[src/rtl/uart_pkg.sv]
// -----------------------------------------------------------------------------
// uart_pkg
// Definitions shared by the UART transmitter and receiver:
//   - uart_state_e   : 3-bit FSM state encoding
//   - DATA_BITS      : data bits per frame (8)
//   - LAST_BIT       : index of the final data bit
//   - calc_clk_cycle : clock cycles per serial bit from MHz / baud
//   - even_parity    : XOR of a data byte
// -----------------------------------------------------------------------------
package uart_pkg;

  localparam int unsigned DATA_BITS = 8;
  localparam logic [2:0]  LAST_BIT  = 3'(DATA_BITS - 1);

  typedef enum logic [2:0] {
    S_IDLE   = 3'd0,
    S_START  = 3'd1,
    S_DATA   = 3'd2,
    S_PARITY = 3'd3,
    S_STOP   = 3'd4
  } uart_state_e;

  // Clock cycles per bit; legal results are 2..65535.
  function automatic logic [15:0] calc_clk_cycle(input int unsigned clk_mhz,
                                                 input int unsigned baud);
    int unsigned cyc;
    cyc = (clk_mhz * 32'd1000000) / baud;
    return cyc[15:0];
  endfunction

  function automatic logic even_parity(input logic [7:0] data);
    return ^data;
  endfunction

endpackage

[src/rtl/uart_tx_if.sv]
// -----------------------------------------------------------------------------
// uart_tx_if
// Byte handshake between a producer and the UART transmitter.
//   i_tx_valid : producer offers i_tx_byte
//   i_tx_byte  : byte to send
//   o_tx_ready : transmitter holding register empty
// Modports: master (producer), slave (transmitter).
// -----------------------------------------------------------------------------
interface uart_tx_if;

  logic       i_tx_valid;
  logic [7:0] i_tx_byte;
  logic       o_tx_ready;

  modport master (output i_tx_valid, output i_tx_byte, input o_tx_ready);
  modport slave  (input i_tx_valid, input i_tx_byte, output o_tx_ready);

endinterface

[src/rtl/uart_baud_counter.sv]
// -----------------------------------------------------------------------------
// uart_baud_counter
// 16-bit bit-period counter. Counts 0..CLK_CYCLE-1 and wraps; bit_end_o is
// high on the final cycle of each bit period.
//   clk_i     : clock
//   rst_i     : synchronous reset, active-high
//   clear_i   : synchronous clear (held while the line is idle)
//   bit_end_o : last cycle of the current bit period
// -----------------------------------------------------------------------------
module uart_baud_counter #(
  parameter logic [15:0] CLK_CYCLE = 16'd234
) (
  input  logic clk_i,
  input  logic rst_i,
  input  logic clear_i,
  output logic bit_end_o
);

  logic [15:0] count_q;
  logic [15:0] count_d;

  assign bit_end_o = (count_q == (CLK_CYCLE - 16'd1));

  // Next count: wrap at the end of each bit so the counter is reused per bit.
  always_comb begin
    count_d = count_q;
    if (clear_i || bit_end_o) begin
      count_d = 16'd0;
    end else begin
      count_d = count_q + 16'd1;
    end
  end

  // Count register.
  always_ff @(posedge clk_i) begin
    if (rst_i) begin
      count_q <= 16'd0;
    end else begin
      count_q <= count_d;
    end
  end

endmodule

[src/rtl/uart_tx.sv]
// -----------------------------------------------------------------------------
// uart_tx
// UART transmitter: start bit, 8 data bits LSB first, optional even parity,
// one stop bit on an idle-high line. A one-byte holding register lets the
// next byte be accepted while a frame is on the wire, so frames run back to
// back with no idle gap.
// Optional feature: define UART_TX_PARITY_EN to insert an even-parity bit
// between data bit 7 and the stop bit.
// Ports:
//   i_clk    : clock
//   i_rst    : synchronous reset, active-high
//   tx_if    : byte handshake (slave modport)
//   o_serial : serial line, idle high, registered
//   o_busy   : frame in progress (start through stop)
//   o_done   : one-cycle pulse after the final stop-bit cycle
// -----------------------------------------------------------------------------
module uart_tx
  import uart_pkg::*;
#(
  parameter int unsigned clk_frequency = 27,
  parameter int unsigned baud_rate     = 115200
) (
  input  logic       i_clk,
  input  logic       i_rst,
  uart_tx_if.slave   tx_if,
  output logic       o_serial,
  output logic       o_busy,
  output logic       o_done
);

  localparam logic [15:0] CLK_CYCLE = calc_clk_cycle(clk_frequency, baud_rate);

  uart_state_e state_q;
  logic [7:0]  shifter_q;
  logic [2:0]  bit_index_q;
  logic [7:0]  hold_q;
  logic        hold_full_q;
  logic        tx_ready_q;
  logic        serial_q;
  logic        busy_q;
  logic        done_q;
  logic        bit_end_s;

  uart_baud_counter #(
    .CLK_CYCLE (CLK_CYCLE)
  ) u_baud (
    .clk_i     (i_clk),
    .rst_i     (i_rst),
    .clear_i   (state_q == S_IDLE),
    .bit_end_o (bit_end_s)
  );

  assign tx_if.o_tx_ready = tx_ready_q;
  assign o_serial         = serial_q;
  assign o_busy           = busy_q;
  assign o_done           = done_q;

  // Holding register plus transmit FSM with registered line outputs.
  // A write needs the holding register empty and a transfer needs it full,
  // so the two never collide on the same edge.
  always_ff @(posedge i_clk) begin
    if (i_rst) begin
      state_q     <= S_IDLE;
      shifter_q   <= 8'd0;
      bit_index_q <= 3'd0;
      hold_q      <= 8'd0;
      hold_full_q <= 1'b0;
      tx_ready_q  <= 1'b1;
      serial_q    <= 1'b1;
      busy_q      <= 1'b0;
      done_q      <= 1'b0;
    end else begin
      done_q <= 1'b0;

      if (tx_if.i_tx_valid && tx_ready_q) begin
        hold_q      <= tx_if.i_tx_byte;
        hold_full_q <= 1'b1;
        tx_ready_q  <= 1'b0;
      end

      case (state_q)
        S_IDLE: begin
          serial_q <= 1'b1;
          busy_q   <= 1'b0;
          if (hold_full_q) begin
            shifter_q   <= hold_q;
            hold_full_q <= 1'b0;
            tx_ready_q  <= 1'b1;
            state_q     <= S_START;
            serial_q    <= 1'b0;
            busy_q      <= 1'b1;
          end
        end

        S_START: begin
          if (bit_end_s) begin
            state_q     <= S_DATA;
            bit_index_q <= 3'd0;
            serial_q    <= shifter_q[0];
          end
        end

        S_DATA: begin
          if (bit_end_s) begin
            if (bit_index_q == LAST_BIT) begin
`ifdef UART_TX_PARITY_EN
              state_q  <= S_PARITY;
              serial_q <= even_parity(shifter_q);
`else
              state_q  <= S_STOP;
              serial_q <= 1'b1;
`endif
            end else begin
              bit_index_q <= bit_index_q + 3'd1;
              serial_q    <= shifter_q[bit_index_q + 3'd1];
            end
          end
        end

`ifdef UART_TX_PARITY_EN
        S_PARITY: begin
          if (bit_end_s) begin
            state_q  <= S_STOP;
            serial_q <= 1'b1;
          end
        end
`endif

        S_STOP: begin
          if (bit_end_s) begin
            done_q <= 1'b1;
            if (hold_full_q) begin
              // Chain straight into the next start bit: no idle cycle.
              shifter_q   <= hold_q;
              hold_full_q <= 1'b0;
              tx_ready_q  <= 1'b1;
              state_q     <= S_START;
              serial_q    <= 1'b0;
            end else begin
              state_q  <= S_IDLE;
              serial_q <= 1'b1;
              busy_q   <= 1'b0;
            end
          end
        end

        default: begin
          state_q  <= S_IDLE;
          serial_q <= 1'b1;
          busy_q   <= 1'b0;
        end
      endcase
    end
  end

endmodule

[src/flat_wrapper.sv]
// flat-port wrapper written by rule: the top's interface ports become plain ports
module uart_tx_flat import uart_pkg::*;
#(
  parameter int unsigned clk_frequency = 27,
  parameter int unsigned baud_rate     = 115200
)
  (i_clk, i_rst, o_serial, o_busy, o_done, tx_if_i_tx_valid, tx_if_i_tx_byte, tx_if_o_tx_ready);
  uart_tx_if tx_if_i ();
  input  logic i_clk;
  input  logic i_rst;
  output logic o_serial;
  output logic o_busy;
  output logic o_done;
  input wire logic [$bits(tx_if_i.i_tx_valid)-1:0] tx_if_i_tx_valid;
  input wire logic [$bits(tx_if_i.i_tx_byte)-1:0] tx_if_i_tx_byte;
  output wire logic [$bits(tx_if_i.o_tx_ready)-1:0] tx_if_o_tx_ready;
  assign tx_if_i.i_tx_valid = tx_if_i_tx_valid;
  assign tx_if_i.i_tx_byte = tx_if_i_tx_byte;
  assign tx_if_o_tx_ready = tx_if_i.o_tx_ready;
  uart_tx #(.clk_frequency(clk_frequency), .baud_rate(baud_rate)) u_core (.i_clk(i_clk), .i_rst(i_rst), .tx_if(tx_if_i), .o_serial(o_serial), .o_busy(o_busy), .o_done(o_done));
endmodule
[config.mk]
export PLATFORM = sky130hd
export DESIGN_NAME = uart_tx_flat
export DESIGN_NICKNAME = d
export VERILOG_FILES = /design/src/rtl/uart_pkg.sv /design/src/rtl/uart_tx_if.sv /design/src/rtl/uart_baud_counter.sv /design/src/rtl/uart_tx.sv /design/src/flat_wrapper.sv
export SDC_FILE = /design/constraint.sdc
export NUM_CORES = 1
export LEC_CHECK = 0
export ABC_AREA = 1
export ABC_CLOCK_PERIOD_IN_PS = 1800
export CORE_MARGIN = 3
export CORE_UTILIZATION = 40
export CTS_CLUSTER_DIAMETER = 100
export DETAILED_ROUTE_END_ITERATION = 12
export PLACE_DENSITY_LB_ADDON = 0.3
export SETUP_SLACK_MARGIN = 0.2
export SYNTH_ARGS = -nofsm -noshare
export SYNTH_HDL_FRONTEND = slang
export SYNTH_SLANG_ARGS = --single-unit
[constraint.sdc]
create_clock -name i_clk -period 1.8 [get_ports i_clk]
set_input_delay 0.18 -clock i_clk [delete_from_list [all_inputs] [get_ports i_clk]]
set_output_delay 0.18 -clock i_clk [all_outputs]
set_load 0.05 [all_outputs]
; Yosys cells after proc, flatten, opt, wreduce, memory -nomap -nowiden
; Index checks and enable logic that the tools add are counted.
[word_totals]
regBits = 43
inputBits = 11
out_inout_bits = 4
word_cells = 75
[classes]
n_addsub = 2
n_lt_le_gt_ge = 1
n_eq_ne = 12
muxes = 35
bitwise = 2
reduce_logical = 13
[op_table]
columns = cell, count
row1 = $mux W3, 8
row2 = $mux W1, 17
row3 = $add A16 B1 Y16 const B, 1
row4 = $eq A16 B8 Y1 const B, 1
row5 = $mux W8, 2
row6 = $pmux W8 S2, 1
row7 = $pmux W3 S4, 1
row8 = $ne A2 B2 Y1 const B, 5
row9 = $eq A3 B3 Y1 const B, 2
row10 = $pmux W3 S2, 1
row11 = $reduce_and A3 Y1, 2
row12 = $reduce_or A2 Y1, 3
row13 = $reduce_and A5 Y1, 1
row14 = $lt A3 B4 Y1 const B, 1
row15 = $ne A2 B1 Y1 const B, 2
row16 = $pmux W1 S2, 2
row17 = $pmux W1 S4, 1
row18 = $reduce_and A4 Y1, 1
row19 = $reduce_bool A2 Y1, 2
row20 = $add A3 B1 Y3 const B, 1
row21 = $bmux W1 S3, 1
row22 = $eq A3 B1 Y1 const B, 1
row23 = $eq A3 B2 Y1 const B, 1
row24 = $logic_not A3 Y1, 1
row25 = other kinds (5), 6

; Longest topological paths before layout
[depth]
word_depth = 6
mapped_depth = 12
ltp_nobuf = 12

; Modules after synthesis
; Synthesis repeated with hierarchy kept, for this count alone.
[unflattened]
hier_cells = 286
area_unflattened_um2 = 2059.5
[modules_own_cells]
columns = mod, instances, cells_each, area_each_um2, seq_area_each_um2
row1 = uart_tx, 1, 163, 1194.9, 540.5
row2 = uart_baud_counter, 1, 123, 864.6, 320.3

; Worst setup path before layout
; Ideal clock, no wire load.
[synth_path]
path_type = reg2reg
from = reg u_core.bit_index_q[0]
to = reg u_core.serial_q, in the netlist u_core.o_serial
setup_time_ns = 0.112
t_arrival_ns = 1.291
required_time_ns = 1.688
path_slack_ns = 0.397
path_stages_with_launch = 11
path_buffers = 0
synth_period_minus_slack_ns = 1.403
path_cell_list = dfxtp_1 ha_1 ha_1 inv_1 nand3_1 nand3_1 nand3_1 nand2_1 nand2_1 nand2_1 nand2_1
[synth_via]
elab_chain_cells = 6
elab_cells_between_ends = 7
classes_between = add/sub: 1 / eq/ne: 1 / mux: 5
[synth_lines]
columns = item, line_no
row1 = "start, declared", uart_tx.sv:35  ; logic [2:0] bit_index_q;
row2 = "start signal, assigned", uart_tx.sv:114  ; bit_index_q <= bit_index_q + 3'd1;
row3 = $add A3 B1 Y3, uart_tx.sv:115  ; serial_q <= shifter_q[bit_index_q + 3'd1];
row4 = $bmux W1 S3, uart_tx.sv:115
row5 = $mux W1 (not written as such), uart_tx.sv:115
row6 = $mux W1 *, uart_tx.sv:105  ; if (bit_index_q == LAST_BIT) begin
row7 = $mux W1 *, uart_tx.sv:104  ; if (bit_end_s) begin
row8 = $pmux W1 S4 *, uart_tx.sv:81  ; case (state_q)
row9 = "end signal, assigned", uart_tx.sv:99  ; serial_q <= shifter_q[0];
row10 = "end signal, assigned", uart_tx.sv:115
row11 = "end, declared", uart_tx.sv:39  ; logic serial_q;
; Every way passes the cells marked *; elsewhere a longest branch is shown, timed or not. The select of a mux whose other input is x is not followed.
; A chain may end at the register's enable or synchronous reset.

; Worst setup path after layout
[layout_path]
from = reg u_core.u_baud.count_q[1]
to = reg u_core.u_baud.count_q[12]
[layout_via]
elab_chain_cells = 3
elab_cells_between_ends = 4
classes_between = add/sub: 1 / eq/ne: 1 / reduce/logical: 2
[layout_lines]
columns = item, line_no
row1 = "start, declared", uart_baud_counter.sv:19  ; logic [15:0] count_q;
row2 = "start signal, assigned", uart_baud_counter.sv:39  ; count_q <= count_d;
row3 = branches (longest 3 deep; another with $add A16 B1 Y16), --
; Parallel ways; which one is timed is not known.

==> flow_metrics.env <==
export IMPL_grt_pass1_wl_mm=7.500
export IMPL_syn_avg_cell_area_um2=6.826
export IMPL_regToRegEndpoint="u_core.u_baud.count_q[12]"
export IMPL_cts_setup_buffers=0
export IMPL_final_max_slew_violation_count=0
export IMPL_r2r_cells=8
export IMPL_tightest_slew_ps=498.3
export IMPL_relSlewSlack_pct=66.72
export IMPL_cts_tree="yes"
export IMPL_port_buffers=14
export IMPL_cp_slowest_cell="dfxtp_1"
export IMPL_fin_crit_sh_pct=81.92
export IMPL_slowest_delay_ps=370
export IMPL_fmax_mhz=678.1
export IMPL_gp_congestion=0.8543
export IMPL_fin_hold_ws_ps=446.4
export IMPL_status="completed"
export IMPL_clock_sinks=43
export IMPL_drc=0
export IMPL_total_power_mw=2.430
export IMPL_cp_depth=8
export IMPL_dr_total_vias=1935
export IMPL_grt_remaining_overflow=0
export IMPL_die_x_um=79.20
export IMPL_gr_usage_met1_pct=20.35
export IMPL_final_cell_mix="nand2_1 (70), nor2_1 (51), dfxtp_1 (42), inv_1 (31)"
export IMPL_core_area_um2=5140
export IMPL_ys_types=28
export IMPL_grt_pass1_vias=1678
export IMPL_powerDensity_nw_per_um2=962.0
export IMPL_dp_slack_ps=296.8
export IMPL_initial_core_util_pct=41.70
export IMPL_crit_buf_inv=0
export IMPL_startpoint="u_core.u_baud.count_q[1]"
export IMPL_grt_util_met3_pct=2.721
export IMPL_seq_area_frac_synth_pct=40.16
export IMPL_grt_busiest_layer="met2"
export IMPL_htreeDepth=2
export IMPL_cts_clk_slew_worst_paths_ps=80
export IMPL_antenna_found_initial=0
export IMPL_wl_per_cell_um=10.58
export IMPL_hold_viol=0
export IMPL_rows=26
export IMPL_fillers=537
export IMPL_wl_mm=4.317
export IMPL_max_cap_violations=0
export IMPL_cts_made_buffers=5
export IMPL_track_usage_pct=14.89
export IMPL_final_setup_worst_slack_ps=325.4
export IMPL_netlist_area_um2=2143
export IMPL_final_area_um2=2526
export IMPL_syn_inst=314
export IMPL_ios=15
export IMPL_rsz0062_at_grt="true"
export IMPL_fin_crit_ps=1475
export IMPL_reg2reg_from="u_core.u_baud.count_q[1]"
export IMPL_first_pass_iters=4
export IMPL_reg2reg_setup_slack_ps=330
export IMPL_diodes=0
export IMPL_crit_required_ps=1990
export IMPL_seq_area_um2=862.1
export IMPL_via_per_inst=4.743
export IMPL_syn2layout_area_growth_pct=17.86
export IMPL_critPathTopFamily="simple AND/OR/NAND/NOR gates"
export IMPL_initialDrtViolationCount=99
export IMPL_ir_drop_uv=519.0
export IMPL_fin_skew_ps=13.32
export IMPL_p_leak_nw=1.017
export IMPL_synth_seq_cells=43
export IMPL_dpl_cell_area_um2=2396
export IMPL_insertion_delay_ps=310
export IMPL_clockBufferDepth=2
export IMPL_critPathKind="reg -> reg"
export IMPL_setup_viol=0
export IMPL_dpl_hpwl_mm=3.251
export IMPL_cts_hold_buf=0
export IMPL_cp_arrival_ps=1670
export IMPL_ys_warn_count=0
export IMPL_endpoint="u_core.u_baud.count_q[12]"
export IMPL_cp_cell_sequence="ha_1 -> nand3_2 -> nor2_4 -> nand2_1 -> nor2_4 -> nand3_1 -> nand2_1 -> a21oi_1"
export IMPL_syn_nets=329
export IMPL_critPathMaxFanout=5
export IMPL_drive_above_1_share_pct=11.24
export IMPL_cts_root_buf="clkbuf_8"
export IMPL_cp_start_kind="flop"
export IMPL_multi_input_comb_area_um2=1122
export IMPL_cp_end_kind="flop"
export IMPL_hp_class="reg -> reg"
export IMPL_ant_nets=0
export IMPL_grt_max_degree=17
export IMPL_final_nets=352
export IMPL_final_common_cell="nand2_1"
export IMPL_met2_usage_pct=22.73
export IMPL_tns_ps=0
export IMPL_dieArea_um2=6273
export IMPL_die_y_um=79.20
-- power breakdown --
group	switching [mW]	internal [mW]
Sequential	0.0508	1.03
Clock	0.367	0.421
Combinational	0.355	0.203
Total	0.772	1.66
-- final cells by class --
class,count,share of cell area (%)
sequential,43,34.13
clock inverter,3,1.882
timing repair buffer,22,7.875
multi-input combinational,228,44.43
inverter,37,5.498
tap,70,3.467
clock buffer,5,2.724
-- cells in the mapped netlist, drive strengths merged --
master | count | area, µm²
a21oi | 23 | 115.1
a31oi | 1 | 6.260
buf | 4 | 27.52
clkbuf | 2 | 7.510
clkinv | 1 | 3.750
dfxtp | 43 | 860.8
ha | 4 | 50.05
inv | 36 | 135.1
nand2 | 75 | 299.0
nand3 | 26 | 145.1
nand3b | 6 | 45.04
nand4 | 7 | 43.79
nor2 | 57 | 244.0
nor3 | 7 | 35.03
nor3b | 3 | 22.52
o211ai | 1 | 7.510
o21ai | 16 | 80.08
or2 | 1 | 6.260
xnor2 | 1 | 8.760
-- what timing repair did --
action,in CTS,in global routing
pin swaps,0,1
cloned,0,0
endpoints found under the setup margin,3,7
gates resized for setup,3,4
-- per-layer routing --
metal	up-vias	routed length [µm]
li1	1060	-
met1	832	2189
met2	35	1869
met3	8	168
met4	0	90
met5	-	0
-- per-stage QoR --
step / utilization [%] / cells
6_report: 49.15 / 408
5_1_grt: 49.15 / 408
4_1_cts: 48.81 / 408
3_5_place_dp: 46.62 / 400
3_3_place_gp: 46.62 / 400
2_1_floorplan: - / 314
-- sequential cells by signal, indices dropped and copies added, names as in the netlist --
register	flops
u_core.hold_full_q	1
u_core.shifter_q	8
u_core.tx_if.o_tx_ready	1
u_core.o_busy	1
u_core.u_baud.count_q	16
u_core.bit_index_q	3
u_core.o_done	1
u_core.state_q	3
u_core.hold_q	8
u_core.o_serial	1
-- cell families (layout without fill, tap and decap cells) --
group | count (synthesis) | after routing | share of synthesized area (%)
and+or+nand+nor | 182 | 182 | 39.23
DFF | 43 | 43 | 40.16
buffers and inverters | 43 | 67 | 8.114
AOI/OAI and AO/OA | 41 | 41 | 9.749
adders and majority gates | 4 | 4 | 2.335
xor gates and xnor gates | 1 | 1 | 0.4087
-- worst min path at each step --
stage | startpoint | endpoint | slack, ps | cells past startpoint
2_1_floorplan | tx_if_i_tx_valid | u_core.tx_if.o_tx_ready | 300 | 1
3_3_place_gp | u_core.hold_q[7] | u_core.hold_q[7] | 450 | 2
3_5_place_dp | u_core.hold_q[7] | u_core.hold_q[7] | 460 | 2
4_1_cts | u_core.o_busy | u_core.o_busy | 470 | 2
5_1_grt | u_core.u_baud.count_q[0] | u_core.u_baud.count_q[0] | 470 | 1
6_report | u_core.u_baud.count_q[0] | u_core.u_baud.count_q[0] | 450 | 1
Power figures use the tool's default switching activity.
